`src/rtl/multdiv_sequencer.sv`:
```
// rtl/multdiv_sequencer.sv - control FSM for the iterative multiply/divide datapath
module multdiv_sequencer #(
    parameter int MULT_STEPS = 16,
    parameter int DIV_STEPS  = 32,
    parameter int CNT_W      = 6
) (
    input  logic             clk,
    input  logic             reset,
    input  logic             ctrl_MULT,
    input  logic             ctrl_DIV,
    input  logic             divisor_zero,
    input  logic             mult_ovf,
    output logic             dp_load,
    output logic             dp_step,
    output logic             dp_fixup,
    output logic             dp_is_div,
    output logic [CNT_W-1:0] step_cnt,
    output logic             busy,
    output logic             data_resultRDY,
    output logic             data_exception
);
    typedef enum logic [1:0] {S_IDLE, S_RUN, S_FIXUP, S_DONE} state_t;

    localparam logic [CNT_W-1:0] LAST_MULT = CNT_W'(MULT_STEPS - 1);
    localparam logic [CNT_W-1:0] LAST_DIV  = CNT_W'(DIV_STEPS - 1);

    state_t           r_state;
    logic             r_mode;
    logic             r_exc;
    logic [CNT_W-1:0] r_cnt;

    logic             w_start;
    logic             w_start_div;
    logic [CNT_W-1:0] w_last;

    // Reset wins over a coincident start; MULT wins over DIV when both pulse.
    assign w_start     = (ctrl_MULT | ctrl_DIV) & ~reset;
    assign w_start_div = ctrl_DIV & ~ctrl_MULT;
    assign w_last      = r_mode ? LAST_DIV : LAST_MULT;

    always_ff @(posedge clk) begin
        if (reset) begin
            r_state <= S_IDLE;
            r_mode  <= 1'b0;
            r_exc   <= 1'b0;
            r_cnt   <= '0;
        end else if (w_start) begin
            // A start in any state abandons whatever was in flight.
            r_mode <= w_start_div;
            r_cnt  <= '0;
            if (w_start_div && divisor_zero) begin
                r_state <= S_DONE;
                r_exc   <= 1'b1;
            end else begin
                r_state <= S_RUN;
                r_exc   <= 1'b0;
            end
        end else begin
            case (r_state)
                S_RUN: begin
                    if (r_cnt == w_last) begin
                        r_cnt   <= '0;
                        r_state <= S_FIXUP;
                    end else begin
                        r_cnt <= r_cnt + 1'b1;
                    end
                end
                S_FIXUP: begin
                    r_exc   <= ~r_mode & mult_ovf;
                    r_state <= S_DONE;
                end
                S_DONE:  r_state <= S_IDLE;
                default: r_state <= S_IDLE;
            endcase
        end
    end

    assign dp_load        = w_start;
    assign dp_step        = (r_state == S_RUN) & ~w_start;
    assign dp_fixup       = (r_state == S_FIXUP) & ~w_start;
    assign dp_is_div      = w_start ? w_start_div : r_mode;
    assign step_cnt       = r_cnt;
    assign busy           = (r_state != S_IDLE);
    // The completed op still reports in its DONE cycle even if a new start arrives.
    assign data_resultRDY = (r_state == S_DONE);
    assign data_exception = (r_state == S_DONE) & r_exc;

endmodule
```
`config.mk`:
```
export PLATFORM = sky130hd
export DESIGN_NAME = multdiv_sequencer
export DESIGN_NICKNAME = d
export VERILOG_FILES = /design/src/rtl/multdiv_sequencer.sv
export SDC_FILE = /design/constraint.sdc
export NUM_CORES = 1
export LEC_CHECK = 0
export ABC_AREA = 0
export BUFFER_PORTS_ARGS = -buffer_cell sky130_fd_sc_hd__buf_2
export CAP_MARGIN = 20
export CELL_PAD_IN_SITES_DETAIL_PLACEMENT = 0
export CELL_PAD_IN_SITES_GLOBAL_PLACEMENT = 1
export CORE_MARGIN = 1
export CORE_UTILIZATION = 35
export CTS_CLUSTER_SIZE = 30
export DETAILED_ROUTE_END_ITERATION = 7
export PLACE_DENSITY_LB_ADDON = 0.1
export SYNTH_ARGS = -nofsm -noshare
export SYNTH_HDL_FRONTEND = slang
export SYNTH_SLANG_ARGS = --single-unit
```
`constraint.sdc`:
```
create_clock -name clk -period 1.4 [get_ports clk]
set_clock_uncertainty 0.05 [all_clocks]
set_input_delay 0.07 -clock clk [delete_from_list [all_inputs] [get_ports clk]]
set_output_delay 0.07 -clock clk [all_outputs]
set_load 0.01 [all_outputs]
```
==> impl_metrics.csv <==
group,metric,value,unit
detailed_routing,wirelength,1530,um
detailed_routing,routedWlPerCell,12.7,um
floorplanning,die_outline_area,0.00190,mm^2
sta,maxClockFrequency,743,MHz
worst_hold_path,worstHoldPathCells,3,
power_and_ir_drop,static-leakage-power,0.000433,uW
clocking,worst_setup_hold_path_clk_slew,70,ps
power_and_ir_drop,power.share.switching,26.3,%
synthesis,ys_seq_elements,10,
global_route,global_route_wire_length_before_repair,2510,um
detailed_routing,top_layer_used,"met4",
sta,timing_worst_slew_pin_value,304,ps
detailed_routing,drt-initial-drc-count,8,
power_and_ir_drop,clock_power_share,37.7,%
floorplanning,die_h,43.6,um
global_route,grt_start_max_net_pins,8,
sta,timing.hold.ws,21.9,ps
worst_setup_path,worst_setup_path_end_kind,"primary output",
worst_setup_path,timing_worst_setup_path_type,"flip-flop to primary output",
power_and_ir_drop,power.density_cell_area,788,mW/mm^2
power_and_ir_drop,pwr-share-seq,42.7,%
global_route,track_usage,17.7,%
clocking,cts.root.buffer_cell,"sky130_fd_sc_hd__clkbuf_4",
power_and_ir_drop,share_comb_of_total_power,19.7,%
cells_and_area,layout.core_utilization,57.5,%
synthesis,synth_cells,70,
clocking,clock_tree.buffer_depth,2,
synthesis,synth-seq-area-share,33.1,%
worst_hold_path,worst_hold_path.endpoint,"r_exc",
detailed_routing,detail_route.first_pass.iterations,4,
detailed_routing,wl_met3,55,um
status,run_status,"complete, no violations",
place,port_buffers,18,
sta,finalSetupViolCount,0,
synthesis,synthDistinctLibCells,30,
worst_setup_path,worst-endpoint-arrival,1230,ps
detailed_routing,postRouteAntennaNets,0,
worst_setup_path,reg2reg_to,"step_cnt[5]",
synthesis,netlist_top_cells_area,"sky130_fd_sc_hd__dfxtp_1 (33%), sky130_fd_sc_hd__ha_1 (10%), sky130_fd_sc_hd__inv_1 (4.3%)",
synthesis,synth_largest_area_cell,"sky130_fd_sc_hd__dfxtp_1",
cells_and_area,antenna_cells_inserted,0,
sta,max-slew-margin-rel,79.6,%
sta,final_period_utilization,96.2,%
synthesis,synth.top_cell.area_share,33.1,%
clocking,numCtsBuffers,3,
clocking,clock_tree.htree_level_count,1,
floorplanning,num_rows,14,
power_and_ir_drop,report.power.total,707,uW
synthesis,post-synth-top-count-cell,"sky130_fd_sc_hd__dfxtp_1",
power_and_ir_drop,internal_power,521,uW
floorplanning,core_area,0.00156,mm^2
worst_hold_path,hold_class,"primary input to flip-flop",
power_and_ir_drop,power.ir.vdd_worst,453,uV
synthesis,ys.flop_type,"sky130_fd_sc_hd__dfxtp_1",
clocking,clock_tree_from_tritoncts,"yes",
global_route,grt_overflow,0,
synthesis,synth.cell_area,606,um^2
worst_setup_path,worst-path-max-fanout,7,
sta,finalWorstPathRequiredPeriod,1350,ps
synthesis,synthesis.area_per_instance,8.65,um^2
worst_setup_path,cp.required,1280,ps
floorplanning,floorplan.initialDensity,38.8,%
detailed_routing,met2WireLength,711,um
power_and_ir_drop,p_switching,186,uW
clocking,clock_latency,260,ps
cells_and_area,finalNetCount,116,
synthesis,synthTopCellsByCount,"sky130_fd_sc_hd__dfxtp_1 (10), sky130_fd_sc_hd__inv_1 (7), sky130_fd_sc_hd__a21oi_1 (5), sky130_fd_sc_hd__ha_1 (5), sky130_fd_sc_hd__nor2_1 (4)",
worst_setup_path,rrSetupSlack,80,ps
cells_and_area,area.growth.synth_to_final,48.1,%
detailed_routing,wl_met1,749,um
worst_setup_path,cp-start-kind,"flip-flop",
detailed_routing,dr_total_vias,635,
global_route,antenna_found_initial,0,
detailed_routing,routed_via_density,5.29,
cells_and_area,layout.cell_area.non_filler,897,um^2
clocking,numClockSinks,10,
worst_setup_path,timing.rr.start,"r_state[1]",
floorplanning,floorplan.io_pins,19,
detailed_routing,route.detailed.drc,0,
synthesis,yosys_warnings,0,
sta,final_hold_viol_count,0,
place,gp_routability_congestion,0.725,
run,drv.max_cap_violation_count,0,
synthesis,synth-edff-count,0,
sta,report.final.slew_viol_count,0,
place,post_dp_cell_area,797,um^2
floorplanning,fp.dieW,43.6,um
worst_hold_path,hold_path_startpoint,"divisor_zero",
cells_and_area,drive_gt1_share,46.2,%
place,detailedPlacementHpwl,1150,um
cells_and_area,filler_cell_count,158,
synthesis,syn-num-nets,81,
global_route,first_global_vias,569,
synthesis,ys_async_sr_fraction,0,%
worst_setup_path,reg2reg_depth,5,
## area by class of cell
cell class / count / area (um^2) / share of cell area (%)
Clock buffer: 4 / 36.3 / 4.04
Inverter: 7 / 26.3 / 2.93
Multi-Input combinational cell: 51 / 402 / 44.8
Sequential cell: 10 / 205 / 22.9
Tap cell: 16 / 20.0 / 2.23
Timing Repair Buffer: 32 / 208 / 23.2
## how the worst max path moves through the flow
stage                start           to  slack, ps  cells after the start
4_1_cts         r_state[0]     dp_fixup          4                      4
2_1_floorplan  step_cnt[0]   r_state[0]         10                      4
3_5_place_dp    r_state[1]  step_cnt[5]         70                      5
5_1_grt         r_state[1]  step_cnt[5]         -5                      5
3_3_place_gp   step_cnt[0]   r_state[0]         80                      5
6_report        r_state[1]      dp_step         50                      5
## critical path: stages (launching register included)
cell and delay [ps]:
sky130_fd_sc_hd__dfxtp_2 330, sky130_fd_sc_hd__inv_1 50, sky130_fd_sc_hd__ha_2 190, sky130_fd_sc_hd__buf_6 130, sky130_fd_sc_hd__and2_1 130, sky130_fd_sc_hd__buf_2 130
## sequential cells by signal, indices dropped and copies added, names as in the netlist
| signal | cells |
|---|---|
| step_cnt | 6 |
| r_mode | 1 |
| r_exc | 1 |
| r_state | 2 |
## power by group through the flow
stage	combinational [uW]	clock [uW]	sequential [uW]
CTS	131	275	301
floorplan	72.4	0	307
global placement	126	0	307
global route	156	281	303
detailed placement	127	0	307
finish	139	266	302
## cell families after synthesis
family	after synthesis	synth area share [%]
compound gates	18	21.5
xor+xnor	2	2.89
fa+ha+maj	5	10.3
buf+inv	9	5.78
flops	10	33.1
mux	3	5.17
simple gates	23	21.3
## per-layer routing
| layer | track usage [%] | vias up |
|---|---|---|
| li1 | - | 327 |
| met1 | 24.4 | 294 |
| met2 | 27.5 | 12 |
| met3 | 2.50 | 2 |
| met4 | 7.50 | 0 |
| met5 | 0 | - |
## cells in the final DEF (no fill, tap or decap), types with 2 or more instances in the layout
| master | netlist | final |
|---|---|---|
| sky130_fd_sc_hd__buf_2 | 1 | 18 |
| sky130_fd_sc_hd__and2_1 | 3 | 3 |
| sky130_fd_sc_hd__mux2i_1 | 2 | 2 |
| sky130_fd_sc_hd__clkbuf_4 | 0 | 3 |
| sky130_fd_sc_hd__a21oi_1 | 5 | 5 |
| sky130_fd_sc_hd__ha_2 | 0 | 3 |
| sky130_fd_sc_hd__nor3_2 | 0 | 2 |
| sky130_fd_sc_hd__nand2b_1 | 3 | 3 |
| sky130_fd_sc_hd__xor2_1 | 2 | 2 |
| sky130_fd_sc_hd__inv_1 | 7 | 7 |
| sky130_fd_sc_hd__buf_4 | 0 | 10 |
| sky130_fd_sc_hd__nand3_1 | 2 | 2 |
| sky130_fd_sc_hd__o211ai_1 | 2 | 2 |
| sky130_fd_sc_hd__dlygate4sd3_1 | 0 | 2 |
| sky130_fd_sc_hd__buf_6 | 0 | 2 |
| sky130_fd_sc_hd__nor2_1 | 4 | 4 |
| sky130_fd_sc_hd__o31ai_1 | 3 | 2 |
| sky130_fd_sc_hd__dfxtp_2 | 0 | 4 |
| sky130_fd_sc_hd__ha_1 | 5 | 2 |
| sky130_fd_sc_hd__nand2_1 | 3 | 3 |
| sky130_fd_sc_hd__dfxtp_1 | 10 | 6 |
## per-stage QoR
step                cells  TNS (ps)  setup slack, ps
global placement      114         0             84.6
detailed placement    114         0             70.7
finish                120         0             53.6
CTS                   120         0             3.67
floorplan              70         0             12.1
global route          120     -5.19            -5.19
## what timing repair did
item,4_1_cts,5_1_grt
pin swaps,0,2
resized for setup,2,12
endpoints found under the setup margin,1,6
hold buffers,2,0
endpoints found under the hold margin,1,0
buffers inserted,0,0
Power figures use the tool's default switching activity.
